File: src/rtl/hazard_unit_if.sv
// hazard_unit_if -- bundle between the datapath pipeline registers and the
// hazard/stall controller.
//   master : datapath side; drives register indices and control bits, and
//            receives stall/flush/forward controls.
//   slave  : hazard unit side; the mirror image of master.
// Signals:
//   Rs1D/Rs2D, Rs1E/Rs2E      source indices in decode and execute
//   RdE/RdM/RdW               destination indices in E, M, W
//   regWriteM/regWriteW       register-write enables in M, W
//   resultSrcE                result select in E (2'b01 = load)
//   pcSrcE                    taken branch/jump resolved in E
//   memReqM                   load/store occupying M
//   stallF..stallW            hold PC and pipeline registers
//   flushD/flushE             bubble the D or E register
//   forwardAE/forwardBE       operand selects into execute
//   busy                      memory wait FSM not idle
//   stallCount                memory-stall cycles since reset (wraps)
interface hazard_unit_if;
   logic [3:0]  Rs1D;
   logic [3:0]  Rs2D;
   logic [3:0]  Rs1E;
   logic [3:0]  Rs2E;
   logic [3:0]  RdE;
   logic [3:0]  RdM;
   logic [3:0]  RdW;
   logic        regWriteM;
   logic        regWriteW;
   logic [1:0]  resultSrcE;
   logic        pcSrcE;
   logic        memReqM;
   logic        stallF;
   logic        stallD;
   logic        stallE;
   logic        stallM;
   logic        stallW;
   logic        flushD;
   logic        flushE;
   logic [1:0]  forwardAE;
   logic [1:0]  forwardBE;
   logic        busy;
   logic [15:0] stallCount;

   modport master (
      output Rs1D, Rs2D, Rs1E, Rs2E, RdE, RdM, RdW,
      output regWriteM, regWriteW, resultSrcE, pcSrcE, memReqM,
      input  stallF, stallD, stallE, stallM, stallW, flushD, flushE,
      input  forwardAE, forwardBE, busy, stallCount
   );

   modport slave (
      input  Rs1D, Rs2D, Rs1E, Rs2E, RdE, RdM, RdW,
      input  regWriteM, regWriteW, resultSrcE, pcSrcE, memReqM,
      output stallF, stallD, stallE, stallM, stallW, flushD, flushE,
      output forwardAE, forwardBE, busy, stallCount
   );
endinterface

File: src/rtl/hazard_unit.sv
// hazard_unit -- pipeline hazard and stall controller for the 16-bit
// five-stage core. Produces operand-forwarding selects, load-use and
// control-transfer stall/flush, and sequences multi-cycle data-memory
// accesses with a small wait FSM.
// Parameters:
//   MEM_LAT  data-memory latency in cycles (1..16); 1 = no memory stall.
// Ports:
//   clk      core clock, rising edge
//   rst      synchronous active-high reset
//   hz       hazard_unit_if.slave bundle (see interface header)
// Stall/flush/forward responses are combinational so they act in the same
// cycle as the hazard; only the wait FSM and the stall counter are state.
module hazard_unit #(
   parameter int MEM_LAT = 1
) (
   input logic           clk,
   input logic           rst,
   hazard_unit_if.slave  hz
);

   typedef enum logic [0:0] {
      IDLE = 1'b0,
      WAIT = 1'b1
   } state_t;

   // A single-cycle memory never needs the FSM.
   localparam logic       LONG_ACCESS = (MEM_LAT > 1);
   // WAIT spends cnt+1 cycles, IDLE one more: MEM_LAT-1 stalled cycles total.
   localparam logic [3:0] CNT_LOAD    = 4'(MEM_LAT - 2);

   state_t      state_r;
   logic [3:0]  cnt_r;
   logic [15:0] stall_count_r;

   logic        mem_stall_s;
   logic        lw_stall_s;
   logic        stall_f_s;
   logic        stall_d_s;
   logic        stall_e_s;
   logic        stall_m_s;
   logic        stall_w_s;
   logic        flush_d_s;
   logic        flush_e_s;
   logic [1:0]  forward_a_s;
   logic [1:0]  forward_b_s;
   logic        busy_s;

   // Memory stage wins over writeback; register 0 is forwarded like any other.
   function automatic logic [1:0] fwd_sel(
      input logic [3:0] rs,
      input logic       reg_write_m,
      input logic [3:0] rd_m,
      input logic       reg_write_w,
      input logic [3:0] rd_w
   );
      logic [1:0] sel;
      if (reg_write_m && (rd_m == rs)) begin
         sel = 2'b10;
      end else if (reg_write_w && (rd_w == rs)) begin
         sel = 2'b01;
      end else begin
         sel = 2'b00;
      end
      return sel;
   endfunction

   // Memory stall depends on the FSM state and, in IDLE, on the new request.
   always_comb begin
      mem_stall_s = 1'b0;
      if (rst) begin
         mem_stall_s = 1'b0;
      end else begin
         case (state_r)
            IDLE:    mem_stall_s = LONG_ACCESS && hz.memReqM;
            WAIT:    mem_stall_s = (cnt_r != 4'd0);
            default: mem_stall_s = 1'b0;
         endcase
      end
   end

   // Stall/flush priority: memory stall, then redirect, then load-use.
   always_comb begin
      stall_f_s   = 1'b0;
      stall_d_s   = 1'b0;
      stall_e_s   = 1'b0;
      stall_m_s   = 1'b0;
      stall_w_s   = 1'b0;
      flush_d_s   = 1'b0;
      flush_e_s   = 1'b0;
      forward_a_s = 2'b00;
      forward_b_s = 2'b00;
      busy_s      = 1'b0;
      lw_stall_s  = (hz.resultSrcE == 2'b01) &&
                    ((hz.RdE == hz.Rs1D) || (hz.RdE == hz.Rs2D));
      if (rst) begin
         lw_stall_s = 1'b0;
      end else begin
         forward_a_s = fwd_sel(hz.Rs1E, hz.regWriteM, hz.RdM, hz.regWriteW, hz.RdW);
         forward_b_s = fwd_sel(hz.Rs2E, hz.regWriteM, hz.RdM, hz.regWriteW, hz.RdW);
         busy_s      = (state_r == WAIT);
         if (mem_stall_s) begin
            // Freeze everything; a pending redirect is honoured on release.
            stall_f_s = 1'b1;
            stall_d_s = 1'b1;
            stall_e_s = 1'b1;
            stall_m_s = 1'b1;
            stall_w_s = 1'b1;
         end else if (hz.pcSrcE) begin
            // Let the redirect target be fetched even if a load-use is pending.
            flush_d_s = 1'b1;
            flush_e_s = 1'b1;
         end else if (lw_stall_s) begin
            stall_f_s = 1'b1;
            stall_d_s = 1'b1;
            flush_e_s = 1'b1;
         end else begin
            flush_d_s = 1'b0;
         end
      end
   end

   // Memory wait FSM and stall-cycle counter.
   always_ff @(posedge clk) begin
      if (rst) begin
         state_r       <= IDLE;
         cnt_r         <= 4'd0;
         stall_count_r <= 16'd0;
      end else begin
         if (mem_stall_s) begin
            stall_count_r <= stall_count_r + 16'd1;
         end
         case (state_r)
            IDLE: begin
               if (LONG_ACCESS && hz.memReqM) begin
                  state_r <= WAIT;
                  cnt_r   <= CNT_LOAD;
               end
            end
            WAIT: begin
               if (cnt_r != 4'd0) begin
                  cnt_r <= cnt_r - 4'd1;
               end else begin
                  state_r <= IDLE;
               end
            end
            default: begin
               state_r <= IDLE;
               cnt_r   <= 4'd0;
            end
         endcase
      end
   end

   assign hz.stallF     = stall_f_s;
   assign hz.stallD     = stall_d_s;
   assign hz.stallE     = stall_e_s;
   assign hz.stallM     = stall_m_s;
   assign hz.stallW     = stall_w_s;
   assign hz.flushD     = flush_d_s;
   assign hz.flushE     = flush_e_s;
   assign hz.forwardAE  = forward_a_s;
   assign hz.forwardBE  = forward_b_s;
   assign hz.busy       = busy_s;
   assign hz.stallCount = stall_count_r;

endmodule

File: src/flat_wrapper.sv
// flat-port wrapper written by rule: the top's interface ports become plain ports
module hazard_unit_flat 
#(
   parameter int MEM_LAT = 1
)
  (clk, rst, hz_Rs1D, hz_Rs2D, hz_Rs1E, hz_Rs2E, hz_RdE, hz_RdM, hz_RdW, hz_regWriteM, hz_regWriteW, hz_resultSrcE, hz_pcSrcE, hz_memReqM, hz_stallF, hz_stallD, hz_stallE, hz_stallM, hz_stallW, hz_flushD, hz_flushE, hz_forwardAE, hz_forwardBE, hz_busy, hz_stallCount);
  hazard_unit_if hz_i ();
  input logic clk;
  input logic rst;
  input wire logic [$bits(hz_i.Rs1D)-1:0] hz_Rs1D;
  input wire logic [$bits(hz_i.Rs2D)-1:0] hz_Rs2D;
  input wire logic [$bits(hz_i.Rs1E)-1:0] hz_Rs1E;
  input wire logic [$bits(hz_i.Rs2E)-1:0] hz_Rs2E;
  input wire logic [$bits(hz_i.RdE)-1:0] hz_RdE;
  input wire logic [$bits(hz_i.RdM)-1:0] hz_RdM;
  input wire logic [$bits(hz_i.RdW)-1:0] hz_RdW;
  input wire logic [$bits(hz_i.regWriteM)-1:0] hz_regWriteM;
  input wire logic [$bits(hz_i.regWriteW)-1:0] hz_regWriteW;
  input wire logic [$bits(hz_i.resultSrcE)-1:0] hz_resultSrcE;
  input wire logic [$bits(hz_i.pcSrcE)-1:0] hz_pcSrcE;
  input wire logic [$bits(hz_i.memReqM)-1:0] hz_memReqM;
  output wire logic [$bits(hz_i.stallF)-1:0] hz_stallF;
  output wire logic [$bits(hz_i.stallD)-1:0] hz_stallD;
  output wire logic [$bits(hz_i.stallE)-1:0] hz_stallE;
  output wire logic [$bits(hz_i.stallM)-1:0] hz_stallM;
  output wire logic [$bits(hz_i.stallW)-1:0] hz_stallW;
  output wire logic [$bits(hz_i.flushD)-1:0] hz_flushD;
  output wire logic [$bits(hz_i.flushE)-1:0] hz_flushE;
  output wire logic [$bits(hz_i.forwardAE)-1:0] hz_forwardAE;
  output wire logic [$bits(hz_i.forwardBE)-1:0] hz_forwardBE;
  output wire logic [$bits(hz_i.busy)-1:0] hz_busy;
  output wire logic [$bits(hz_i.stallCount)-1:0] hz_stallCount;
  assign hz_i.Rs1D = hz_Rs1D;
  assign hz_i.Rs2D = hz_Rs2D;
  assign hz_i.Rs1E = hz_Rs1E;
  assign hz_i.Rs2E = hz_Rs2E;
  assign hz_i.RdE = hz_RdE;
  assign hz_i.RdM = hz_RdM;
  assign hz_i.RdW = hz_RdW;
  assign hz_i.regWriteM = hz_regWriteM;
  assign hz_i.regWriteW = hz_regWriteW;
  assign hz_i.resultSrcE = hz_resultSrcE;
  assign hz_i.pcSrcE = hz_pcSrcE;
  assign hz_i.memReqM = hz_memReqM;
  assign hz_stallF = hz_i.stallF;
  assign hz_stallD = hz_i.stallD;
  assign hz_stallE = hz_i.stallE;
  assign hz_stallM = hz_i.stallM;
  assign hz_stallW = hz_i.stallW;
  assign hz_flushD = hz_i.flushD;
  assign hz_flushE = hz_i.flushE;
  assign hz_forwardAE = hz_i.forwardAE;
  assign hz_forwardBE = hz_i.forwardBE;
  assign hz_busy = hz_i.busy;
  assign hz_stallCount = hz_i.stallCount;
  hazard_unit #(.MEM_LAT(MEM_LAT)) u_core (.clk(clk), .rst(rst), .hz(hz_i));
endmodule
File: config.mk
export PLATFORM = sky130hd
export DESIGN_NAME = hazard_unit_flat
export DESIGN_NICKNAME = d
export VERILOG_FILES = /design/src/rtl/hazard_unit_if.sv /design/src/rtl/hazard_unit.sv /design/src/flat_wrapper.sv
export SDC_FILE = /design/constraint.sdc
export NUM_CORES = 1
export LEC_CHECK = 0
export BUFFER_PORTS_ARGS = -buffer_cell sky130_fd_sc_hd__buf_4
export CAP_MARGIN = 0
export CELL_PAD_IN_SITES_DETAIL_PLACEMENT = 1
export CELL_PAD_IN_SITES_GLOBAL_PLACEMENT = 2
export CORE_UTILIZATION = 25
export DETAILED_ROUTE_END_ITERATION = 10
export PLACE_DENSITY_LB_ADDON = 0.2
export REMOVE_ABC_BUFFERS = 1
export SLEW_MARGIN = 20
export SYNTH_ARGS = -nofsm -noshare
export SYNTH_HDL_FRONTEND = slang
export SYNTH_SLANG_ARGS = --single-unit
File: constraint.sdc
create_clock -name clk -period 2 [get_ports clk]
set_clock_uncertainty 0.15 [all_clocks]
set_input_delay 0.1 -clock clk [delete_from_list [all_inputs] [get_ports clk]]
set_output_delay 0.1 -clock clk [all_outputs]
set_load 0.05 [all_outputs]
==> results.sh, run 1 <==
export IMPL_placed_cells=286
export IMPL_avgSynthCellArea_um2=8.597
export IMPL_swShare_pct=26.03
export IMPL_dr_wl_met2_mm=2.057
export IMPL_dp_hpwl_mm=3.238
export IMPL_finalHoldViolations=0
export IMPL_synth_common_cells="xor2_1, dfxtp_1, nor2_1"
export IMPL_cp_endpoint="hz_flushE"
export IMPL_grt_max_degree=26
export IMPL_cp_max_fo=4
export IMPL_chipWidth_um=75.01
export IMPL_power_mw=0.8639
export IMPL_syn2layout_area_growth_pct=52.49
export IMPL_dp_slack_ns=-0.04622
export IMPL_intPower_mw=0.6391
export IMPL_initial_core_util_pct=26.09
export IMPL_synth_seq_cells=21
export IMPL_worst_path_max_delay_cell="or3b_4"
export IMPL_required_ns=1.75
export IMPL_syn_area_um2=1333
export IMPL_synth_ff_type="dfxtp_1"
export IMPL_drive_gt1_share_pct=42.48
export IMPL_power_frac_seq_pct=48.3
export IMPL_cap_violations=0
export IMPL_clk_latency_ns=0.27
export IMPL_m1WireLength_mm=1.663
export IMPL_yosysTopAreaCell="dfxtp_1"
export IMPL_clockBufferDepth=2
export IMPL_crit_cells=7
export IMPL_io_buffers=62
export IMPL_timing_rr_end="u_core.hz.stallCount[13]"
export IMPL_vias=1362
export IMPL_fin_cells=296
export IMPL_startpoint="u_core.cnt_r[0]"
export IMPL_ir_drop_uv=256.8
export IMPL_die_height_um=75.01
export IMPL_r2r_start="u_core.cnt_r[0]"
export IMPL_synth_edf_count=0
export IMPL_drc=0
export IMPL_cp_slowest_stage_delay_ns=0.40
export IMPL_yosysTopAreaCellShare_pct=31.55
export IMPL_outcome="complete, but fails checks"
export IMPL_p_leak_nw=0.9491
export IMPL_violations="setup timing"
export IMPL_worstMarginPinSlew_ns=0.4799
export IMPL_rsz0062_at_grt="true"
export IMPL_seq_area_frac_synth_pct=31.55
export IMPL_netSwitchingPower_mw=0.2248
export IMPL_critPathBufInv=2
export IMPL_hold_class="flip-flop to flip-flop"
export IMPL_vias_per_cell=4.601
export IMPL_gr_usage_all_layers_pct=14.86
export IMPL_root_buffer="clkbuf_8"
export IMPL_clkTransAtPathRegs_ns=0.08
export IMPL_antenna_found_initial=0
export IMPL_clock_sinks=21
export IMPL_p_per_area_nw_per_um2=425.2
export IMPL_comb_power_share_pct=18.2
export IMPL_rows=26
export IMPL_grt_pass1_wl_mm=6.258
export IMPL_filler_cell_count=630
export IMPL_wl_per_cell_um=13.69
export IMPL_coreArea_um2=5107
export IMPL_grt_ovfl_total=0
export IMPL_setup_viol=3
export IMPL_numCtsBuffers=3
export IMPL_setup_slack_ns=-0.02809
export IMPL_synth_area_top_cells="dfxtp_1, xor2_1, xnor2_1"
export IMPL_postLayoutCoreUtil_pct=39.78
export IMPL_yosys_warnings=0
export IMPL_r2r_worst_path_cells=8
export IMPL_place_gp_congestion=0.7341
export IMPL_grt_pass1_vias=1436
export IMPL_top_layer_used="met4"
export IMPL_synthCells=155
export IMPL_rrSetupSlack_ns=0.10
export IMPL_cp_end_kind="primary output"
export IMPL_fin_crit_ns=2.028
export IMPL_tns_ns=-0.03783
export IMPL_nNetsFinal=265
export IMPL_crit_path_cell_trace="inv_2 -> ha_4 -> or3b_4 -> and2_4 -> nor3_4 -> a41o_1 -> buf_6"
export IMPL_drt_iter0_markers=30
export IMPL_worst_setup_path_type="flip-flop to primary output"
export IMPL_drt_total_wl_mm=4.051
export IMPL_slew_headroom_pct=67.59
export IMPL_antenna_diode_count=0
export IMPL_min_period_over_period_pct=101.4
export IMPL_critical_path_top_delay_family="simple AND/OR/NAND/NOR gates"
export IMPL_wl_met3_um=254
export IMPL_cp_start_kind="flip-flop"
export IMPL_synth_most_common_cell="xor2_1"
export IMPL_slew_violations=0
export IMPL_ant_nets=0
export IMPL_ys_types=38
export IMPL_dieArea_um2=5626
export IMPL_tritoncts="yes"
export IMPL_ys_async_sr_fraction_pct=0
export IMPL_cp_data_arrival_time_ns=1.78
export IMPL_dr_pass1_iters=3
export IMPL_top_level_ports=64
export IMPL_htreeDepth=1
export IMPL_max_freq_mhz=493.1
export IMPL_clkPwrFrac_pct=33.4
-- cells in the final DEF (no fill, tap or decap), types with 2 or more instances in the layout --
master and count:
dfxtp_1 19, nand3_1 10, inv_2 2, buf_4 71, o31ai_1 3, xnor2_1 8
or4_1 3, nor2_1 17, nor2b_1 2, xor2_1 25, a21oi_1 5, nand2_1 4
dfxtp_2 2, nand2_4 2, a21oi_2 2, a41o_1 2, nor3_1 5, or3_1 2
clkbuf_8 3, and3_1 5, a211oi_1 2, nor3b_1 2, inv_1 4, nand4_1 3
buf_6 3, o21ai_0 3
-- worst min path at each step --
stage | depth (start not counted) | startpoint | endpoint
2_1_floorplan | 1 | rst | u_core.hz.stallCount[10]
5_1_grt | 2 | u_core.hz.stallCount[15] | u_core.hz.stallCount[15]
3_5_place_dp | 2 | rst | u_core.hz.stallCount[0]
6_report | 2 | u_core.hz.stallCount[15] | u_core.hz.stallCount[15]
3_3_place_gp | 2 | rst | u_core.hz.stallCount[0]
4_1_cts | 2 | u_core.hz.stallCount[15] | u_core.hz.stallCount[15]
-- logic make-up (layout without fill, tap and decap cells) --
logic type,Yosys count,after routing,synth area share [%]
simple gates,64,64,28.73
xor+xnor,33,33,21.69
flops,21,21,31.55
compound gates,20,20,9.859
buf+inv,14,85,5.445
fa+ha+maj,2,2,1.878
mux,1,1,0.8450
-- power groups by stage --
stage / Clock (mW) / Combinational, mW / Sequential [mW]
floorplan: 0 / 0.0613 / 0.428
global placement: 0 / 0.148 / 0.428
detailed placement: 0 / 0.156 / 0.428
CTS: 0.298 / 0.160 / 0.418
global route: 0.314 / 0.170 / 0.418
finish: 0.289 / 0.158 / 0.418
-- layer usage --
metal / vias up / track usage [%]
met1: 625 / 16.03
met3: 6 / 2.677
met5: - / 0
met4: 0 / 5.660
li1: 683 / -
met2: 48 / 28.53
-- worst min-delay path: stages, from the launching register on --
cell     delay, ns
dfxtp_1       0.33
o21ai_0       0.09
a21oi_2       0.05
-- registers in the layout, indices dropped and copies added (netlist names) --
signal,cells
u_core.state_r,1
u_core.cnt_r,4
u_core.hz.stallCount,16
-- layout make-up --
cell class                 instances  area, um^2  share of cell area [%]
clock buffer                       3       41.29                   2.032
clock inverter                     1       5.005                  0.2463
inverter                           6       22.52                   1.108
multi-input combinational        120       875.8                   43.10
sequential                        21       422.9                   20.81
tap                               70       87.58                   4.310
timing repair buffer              75       576.8                   28.39
-- stage by stage --
stage | instance area, um^2 | hold slack [ns]
floorplan | 1282 | 0.01907
global route | 2032 | 0.4143
CTS | 2019 | 0.3494
finish | 2032 | 0.3595
detailed placement | 1888 | 0.1878
global placement | 1888 | 0.1897
-- what timing repair did --
item | 4_1_cts | 5_1_grt
hold buffers | 1 | 0
endpoints found under the hold margin | 1 | 0
buffers inserted | 5 | 0
pin swaps | 2 | 2
setup endpoints to repair | 12 | 6
gates resized for setup | 12 | 3
No activity file was read; power rests on OpenSTA's default activity.
==> run 2, diff against run 1 <==
--- a/config.mk
+++ b/config.mk
@@ -12,6 +12,7 @@
 export CORE_UTILIZATION = 25
 export DETAILED_ROUTE_END_ITERATION = 10
 export PLACE_DENSITY_LB_ADDON = 0.2
+export RECOVER_POWER = 25
 export REMOVE_ABC_BUFFERS = 1
 export SLEW_MARGIN = 20
 export SYNTH_ARGS = -nofsm -noshare
==> constraint.sdc (replaced) <==
create_clock -name clk -period 2 [get_ports clk]
set_clock_uncertainty 0.15 [all_clocks]
set_input_delay 0.1 -clock clk [delete_from_list [all_inputs] [get_ports clk]]
set_output_delay 0.1 -clock clk [all_outputs]
set_load 0.02 [all_outputs]
==> results.sh, run 2 (synthesis gave the netlist of run 1 again) <==
export IMPL_clk_latency_ns=0.27
export IMPL_hold_class="flip-flop to flip-flop"
export IMPL_grt_ovfl_total=0
export IMPL_postLayoutCoreUtil_pct=39.20
export IMPL_antenna_found_initial=0
export IMPL_drive_gt1_share_pct=39.04
export IMPL_gr_usage_all_layers_pct=15.16
export IMPL_setup_viol=0
export IMPL_syn2layout_area_growth_pct=50.23
export IMPL_max_freq_mhz=505.0
export IMPL_numCtsBuffers=3
export IMPL_largest_register_ffs=16
export IMPL_rrSetupSlack_ns=0.06
export IMPL_finalHoldViolations=0
export IMPL_critical_path_top_delay_family="simple AND/OR/NAND/NOR gates"
export IMPL_worstMarginPinSlew_ns=0.4124
export IMPL_rsz0062_at_grt="true"
export IMPL_place_gp_congestion=0.6597
export IMPL_min_period_over_period_pct=99.01
export IMPL_slew_headroom_pct=72.15
export IMPL_drt_total_wl_mm=4.115
export IMPL_power_mw=0.8537
export IMPL_filler_cell_count=632
export IMPL_outcome="complete, no violations"
export IMPL_fin_crit_ns=1.980
export IMPL_dr_pass1_iters=4
export IMPL_chipWidth_um=75.01
export IMPL_cp_start_kind="flip-flop"
export IMPL_dp_hpwl_mm=3.232
export IMPL_tns_ns=0
export IMPL_clock_sinks=21
export IMPL_io_buffers=62
export IMPL_htreeDepth=1
export IMPL_p_per_area_nw_per_um2=426.5
export IMPL_top_level_ports=64
export IMPL_coreArea_um2=5107
export IMPL_layout_common_cells="buf_4, xor2_1, dfxtp_1"
export IMPL_busiest_layer="met2"
export IMPL_rows=26
export IMPL_drc=0
export IMPL_ant_nets=0
export IMPL_clockBufferDepth=2
export IMPL_cp_end_kind="primary output"
export IMPL_grt_max_degree=23
export IMPL_slew_violations=0
export IMPL_use_met1_pct=17.15
export IMPL_grt_pass1_vias=1459
export IMPL_grt_pass1_wl_mm=6.506
export IMPL_met3_usage_pct=2.544
export IMPL_nNetsFinal=267
export IMPL_use_met2_pct=28.33
export IMPL_required_ns=1.75
export IMPL_dieArea_um2=5626
export IMPL_ir_drop_uv=215.4
export IMPL_mostFrequentLayoutCell="buf_4"
export IMPL_root_buffer="clkbuf_8"
export IMPL_antenna_diode_count=0
export IMPL_worst_path_max_delay_cell="or3b_4"
export IMPL_wl_per_cell_um=13.81
export IMPL_initial_core_util_pct=26.09
export IMPL_cp_data_arrival_time_ns=1.73
export IMPL_vias=1389
export IMPL_clkTransAtPathRegs_ns=0.08
export IMPL_critPathBufInv=3
export IMPL_drt_iter0_markers=30
export IMPL_cap_violations=0
export IMPL_worst_setup_path_type="flip-flop to primary output"
export IMPL_p_leak_nw=0.9119
export IMPL_die_height_um=75.01
export IMPL_vias_per_cell=4.661
export IMPL_tritoncts="yes"
export IMPL_cp_slowest_stage_delay_ns=0.39
export IMPL_crit_path_cell_trace="inv_2 -> ha_4 -> or3b_4 -> buf_4 -> nand2_1 -> a41o_1 -> buf_6"
export IMPL_cp_max_fo=5
## run 2: cell types whose count changed in the layout (fill, tap and decap cells not counted), moves of 2 or more
cell      delta
a211oi_2     +2
clkbuf_1    +10
buf_4        -6
a211oi_1     -2
a21oi_2      -2
a21oi_1      +2
buf_6        -2
## run 2: worst register-to-register path, stage by stage, from the launching register on
cell,delay (ns)
dfxtp_2,0.33
inv_2,0.06
ha_4,0.13
or3b_4,0.39
and2_4,0.18
buf_4,0.12
buf_4,0.13
buf_4,0.15
xnor2_1,0.14
nor2_1,0.05
## run 2: metal layers
metal	vias to the layer above	wire length, um	part of all wire (%)
met1	646	1670	41
met3	5	233	5.7
li1	686	-	-
met5	-	0	0
met4	0	44	1.1
met2	52	2168	53
## run 2: final timing paths
check                                                 to                      from  depth (start not counted)
worst max-delay path                           hz_flushE           u_core.cnt_r[0]                          7
worst min-delay path            u_core.hz.stallCount[15]  u_core.hz.stallCount[15]                          2
worst max register to register           u_core.cnt_r[0]           u_core.cnt_r[0]                          9
worst min register to register  u_core.hz.stallCount[15]  u_core.hz.stallCount[15]                          2
## run 2: final cells by class
type                    count  area (um^2)  share of cell area, %
clock buffers               3        41.29                  2.063
clock inverters             1        5.005                 0.2500
inverters                   6        22.52                  1.125
multi-input cells         120        875.8                  43.75
flip-flops and latches     21        422.9                  21.13
well taps                  70        87.58                  4.375
repair buffers             77        546.8                  27.31
## run 2: through the flow
step	cells	cell area [um^2]	worst slack, ns	hold WS (ns)
2_1_floorplan	147	1282	-0.1685	0.01907
3_3_place_gp	288	1903	0.08362	0.2193
3_5_place_dp	288	1903	-0.01994	0.2172
4_1_cts	297	2019	-0.03896	0.3632
5_1_grt	298	2002	-0.06395	0.3889
6_report	298	2002	0.01973	0.3524
## run 2: what timing repair did
action                                 4_1_cts  5_1_grt
buffers inserted                             4        1
pin swaps                                    2        2
setup endpoints to repair                   10        4
endpoints found under the hold margin        3        0
cloned                                       0        0
hold buffers                                 1        0
resized for setup                           11        3
## run 2: report_power, final
part	switching, mW	total, mW	internal (mW)	leakage (nW)
Combinational	0.0648	0.147	0.0820	0.716
Sequential	0.000000000000000231	0.418	0.418	0.170
Clock	0.150	0.289	0.139	0.0255
==> run 3, diff against run 2 <==
--- a/config.mk
+++ b/config.mk
@@ -9,10 +9,9 @@
 export CAP_MARGIN = 0
 export CELL_PAD_IN_SITES_DETAIL_PLACEMENT = 1
 export CELL_PAD_IN_SITES_GLOBAL_PLACEMENT = 2
-export CORE_UTILIZATION = 25
+export CORE_UTILIZATION = 27
 export DETAILED_ROUTE_END_ITERATION = 10
 export PLACE_DENSITY_LB_ADDON = 0.2
-export RECOVER_POWER = 25
 export REMOVE_ABC_BUFFERS = 1
 export SLEW_MARGIN = 20
 export SYNTH_ARGS = -nofsm -noshare
==> constraint.sdc (replaced) <==
create_clock -name clk -period 2.53 [get_ports clk]
set_clock_uncertainty 0.15 [all_clocks]
set_input_delay 0.1265 -clock clk [delete_from_list [all_inputs] [get_ports clk]]
set_output_delay 0.1265 -clock clk [all_outputs]
set_load 0.02 [all_outputs]
==> results.sh, run 3 (synthesis gave the netlist of run 1 again) <==
export IMPL_worst_setup_path_type="flip-flop to primary output"
export IMPL_grt_max_degree=31
export IMPL_design_area_um2=1879
export IMPL_whs_endpoint="u_core.hz.stallCount[3]"
export IMPL_hold_depth=2
export IMPL_clock_sinks=21
export IMPL_gr_usage_all_layers_pct=14.31
export IMPL_fin_crit_ns=2.325
export IMPL_chipWidth_um=72.25
export IMPL_dp_hpwl_mm=2.867
export IMPL_numCtsBuffers=3
export IMPL_die_height_um=72.25
export IMPL_worstMarginPinSlew_ns=0.4723
export IMPL_dp_slack_ns=0.3090
export IMPL_mostFrequentLayoutCell="buf_4"
export IMPL_setup_viol=0
export IMPL_drc=0
export IMPL_antenna_diode_count=0
export IMPL_hold_class="input pin to flip-flop"
export IMPL_antenna_found_initial=0
export IMPL_dr_pass1_iters=2
export IMPL_syn2layout_area_growth_pct=41.03
export IMPL_cap_violations=0
export IMPL_filler_cell_count=565
export IMPL_layout_common_cells="buf_4, xor2_1, dfxtp_1"
export IMPL_place_gp_congestion=0.6506
export IMPL_cp_max_fo=11
export IMPL_place_area_um2=1832
export IMPL_drt_iter0_markers=45
export IMPL_ir_drop_uv=159.8
export IMPL_slew_headroom_pct=68.10
export IMPL_comb_power_share_pct=16.6
export IMPL_top_level_ports=64
export IMPL_holdWs_ns=0.09319
export IMPL_p_per_area_nw_per_um2=352.9
export IMPL_required_ns=2.25
export IMPL_clkTransAtPathRegs_ns=0.08
export IMPL_max_freq_mhz=430.0
export IMPL_coreArea_um2=4723
export IMPL_drt_total_wl_mm=3.579
export IMPL_root_buffer="clkbuf_8"
export IMPL_cp_end_kind="primary output"
export IMPL_p_leak_nw=0.8682
export IMPL_rows=25
export IMPL_r2r_worst_path_cells=6
export IMPL_drive_gt1_share_pct=34.74
export IMPL_grt_pass1_vias=1360
export IMPL_ant_nets=0
export IMPL_rsz0062_at_grt="false"
export IMPL_clockBufferDepth=2
export IMPL_timing_rr_end="u_core.hz.stallCount[12]"
export IMPL_vias=1307
export IMPL_hold_start="rst"
export IMPL_min_period_over_period_pct=91.92
export IMPL_clkPwrFrac_pct=33.6
export IMPL_largest_register_ffs=16
export IMPL_intPower_mw=0.5039
export IMPL_regArea_um2=420.4
export IMPL_r2r_start="u_core.cnt_r[0]"
export IMPL_vias_per_cell=4.668
export IMPL_multi_input_area_um2=842.1
export IMPL_initial_core_util_pct=28.21
export IMPL_netSwitchingPower_mw=0.1593
export IMPL_grt_pass1_wl_mm=5.899
export IMPL_wl_per_cell_um=12.78
export IMPL_postLayoutCoreUtil_pct=39.79
export IMPL_outcome="complete, no violations"
export IMPL_grt_ovfl_total=0
export IMPL_setup_slack_ns=0.2045
export IMPL_power_frac_seq_pct=49.8
export IMPL_finalHoldViolations=0
export IMPL_nNetsFinal=252
export IMPL_slew_violations=0
export IMPL_cp_data_arrival_time_ns=2.05
export IMPL_io_buffers=62
export IMPL_tritoncts="yes"
export IMPL_swShare_pct=24.02
export IMPL_dieArea_um2=5220
export IMPL_rrSetupSlack_ns=0.55
export IMPL_htreeDepth=1
export IMPL_tns_ns=0
export IMPL_clk_latency_ns=0.26
export IMPL_cp_start_kind="flip-flop"
==> run 3: changes by cell type in the layout (fill, tap and decap cells not counted), sizes merged <==
cell / previous run / this run
clkbuf: 13 / 4
clkinv: 1 / 0
dlygate4sd3: 1 / 0
buf: 66 / 62
==> run 3: critical path, cell delays in order, from the launching register on <==
cell and delay, ns:
dfxtp_1 0.34, inv_1 0.07, ha_1 0.16, or3b_4 0.48
and2_1 0.30, nor3_2 0.18, a41o_1 0.12, buf_4 0.14
==> run 3: final cells by class <==
type / instances / share of cell area (%)
sequential: 21 / 22.37
multi-input combinational: 120 / 44.81
clock buffer: 4 / 2.397
timing repair buffer: 62 / 24.77
tap: 67 / 4.461
inverter: 6 / 1.198
==> run 3: metrics by stage <==
| stage | power (mW) | std cells |
|---|---|---|
| finish | 0.6632 | 280 |
| global route | 0.6952 | 280 |
| CTS | 0.6761 | 280 |
| detailed placement | 0.4500 | 276 |
| global placement | 0.4454 | 276 |
| floorplan | 0.3790 | 147 |
==> run 3: how the worst max path moves through the flow <==
| stage | startpoint | endpoint | depth (start not counted) |
|---|---|---|---|
| global placement | u_core.cnt_r[0] | hz_flushE | 7 |
| detailed placement | u_core.cnt_r[0] | hz_flushE | 7 |
| floorplan | u_core.cnt_r[0] | hz_stallD | 6 |
| global route | u_core.cnt_r[0] | hz_flushE | 7 |
| finish | u_core.cnt_r[0] | hz_flushE | 7 |
| CTS | u_core.cnt_r[0] | hz_flushE | 7 |
==> run 3: power groups by stage <==
stage	Combinational, mW	Clock [mW]	Sequential (mW)
2_1_floorplan	0.0411	0	0.338
3_3_place_gp	0.107	0	0.338
3_5_place_dp	0.112	0	0.338
4_1_cts	0.112	0.234	0.330
5_1_grt	0.121	0.244	0.330
6_report	0.110	0.223	0.330
==> run 3: timing repair <==
| item | 4_1_cts | 5_1_grt |
|---|---|---|
| hold buffers | 0 | 0 |
| setup buffers | 0 | 0 |
| setup endpoints to repair | 0 | 3 |
| resized for setup | 0 | 1 |
| endpoints found under the hold margin | 0 | 0 |
==> run 3: layer usage <==
layer	up-vias	wire (um)	global-route usage, %
li1	657	-	-
met1	601	1543	16.34
met2	44	1826	27.10
met3	5	161	1.667
met4	0	48	5.229
met5	-	0	0
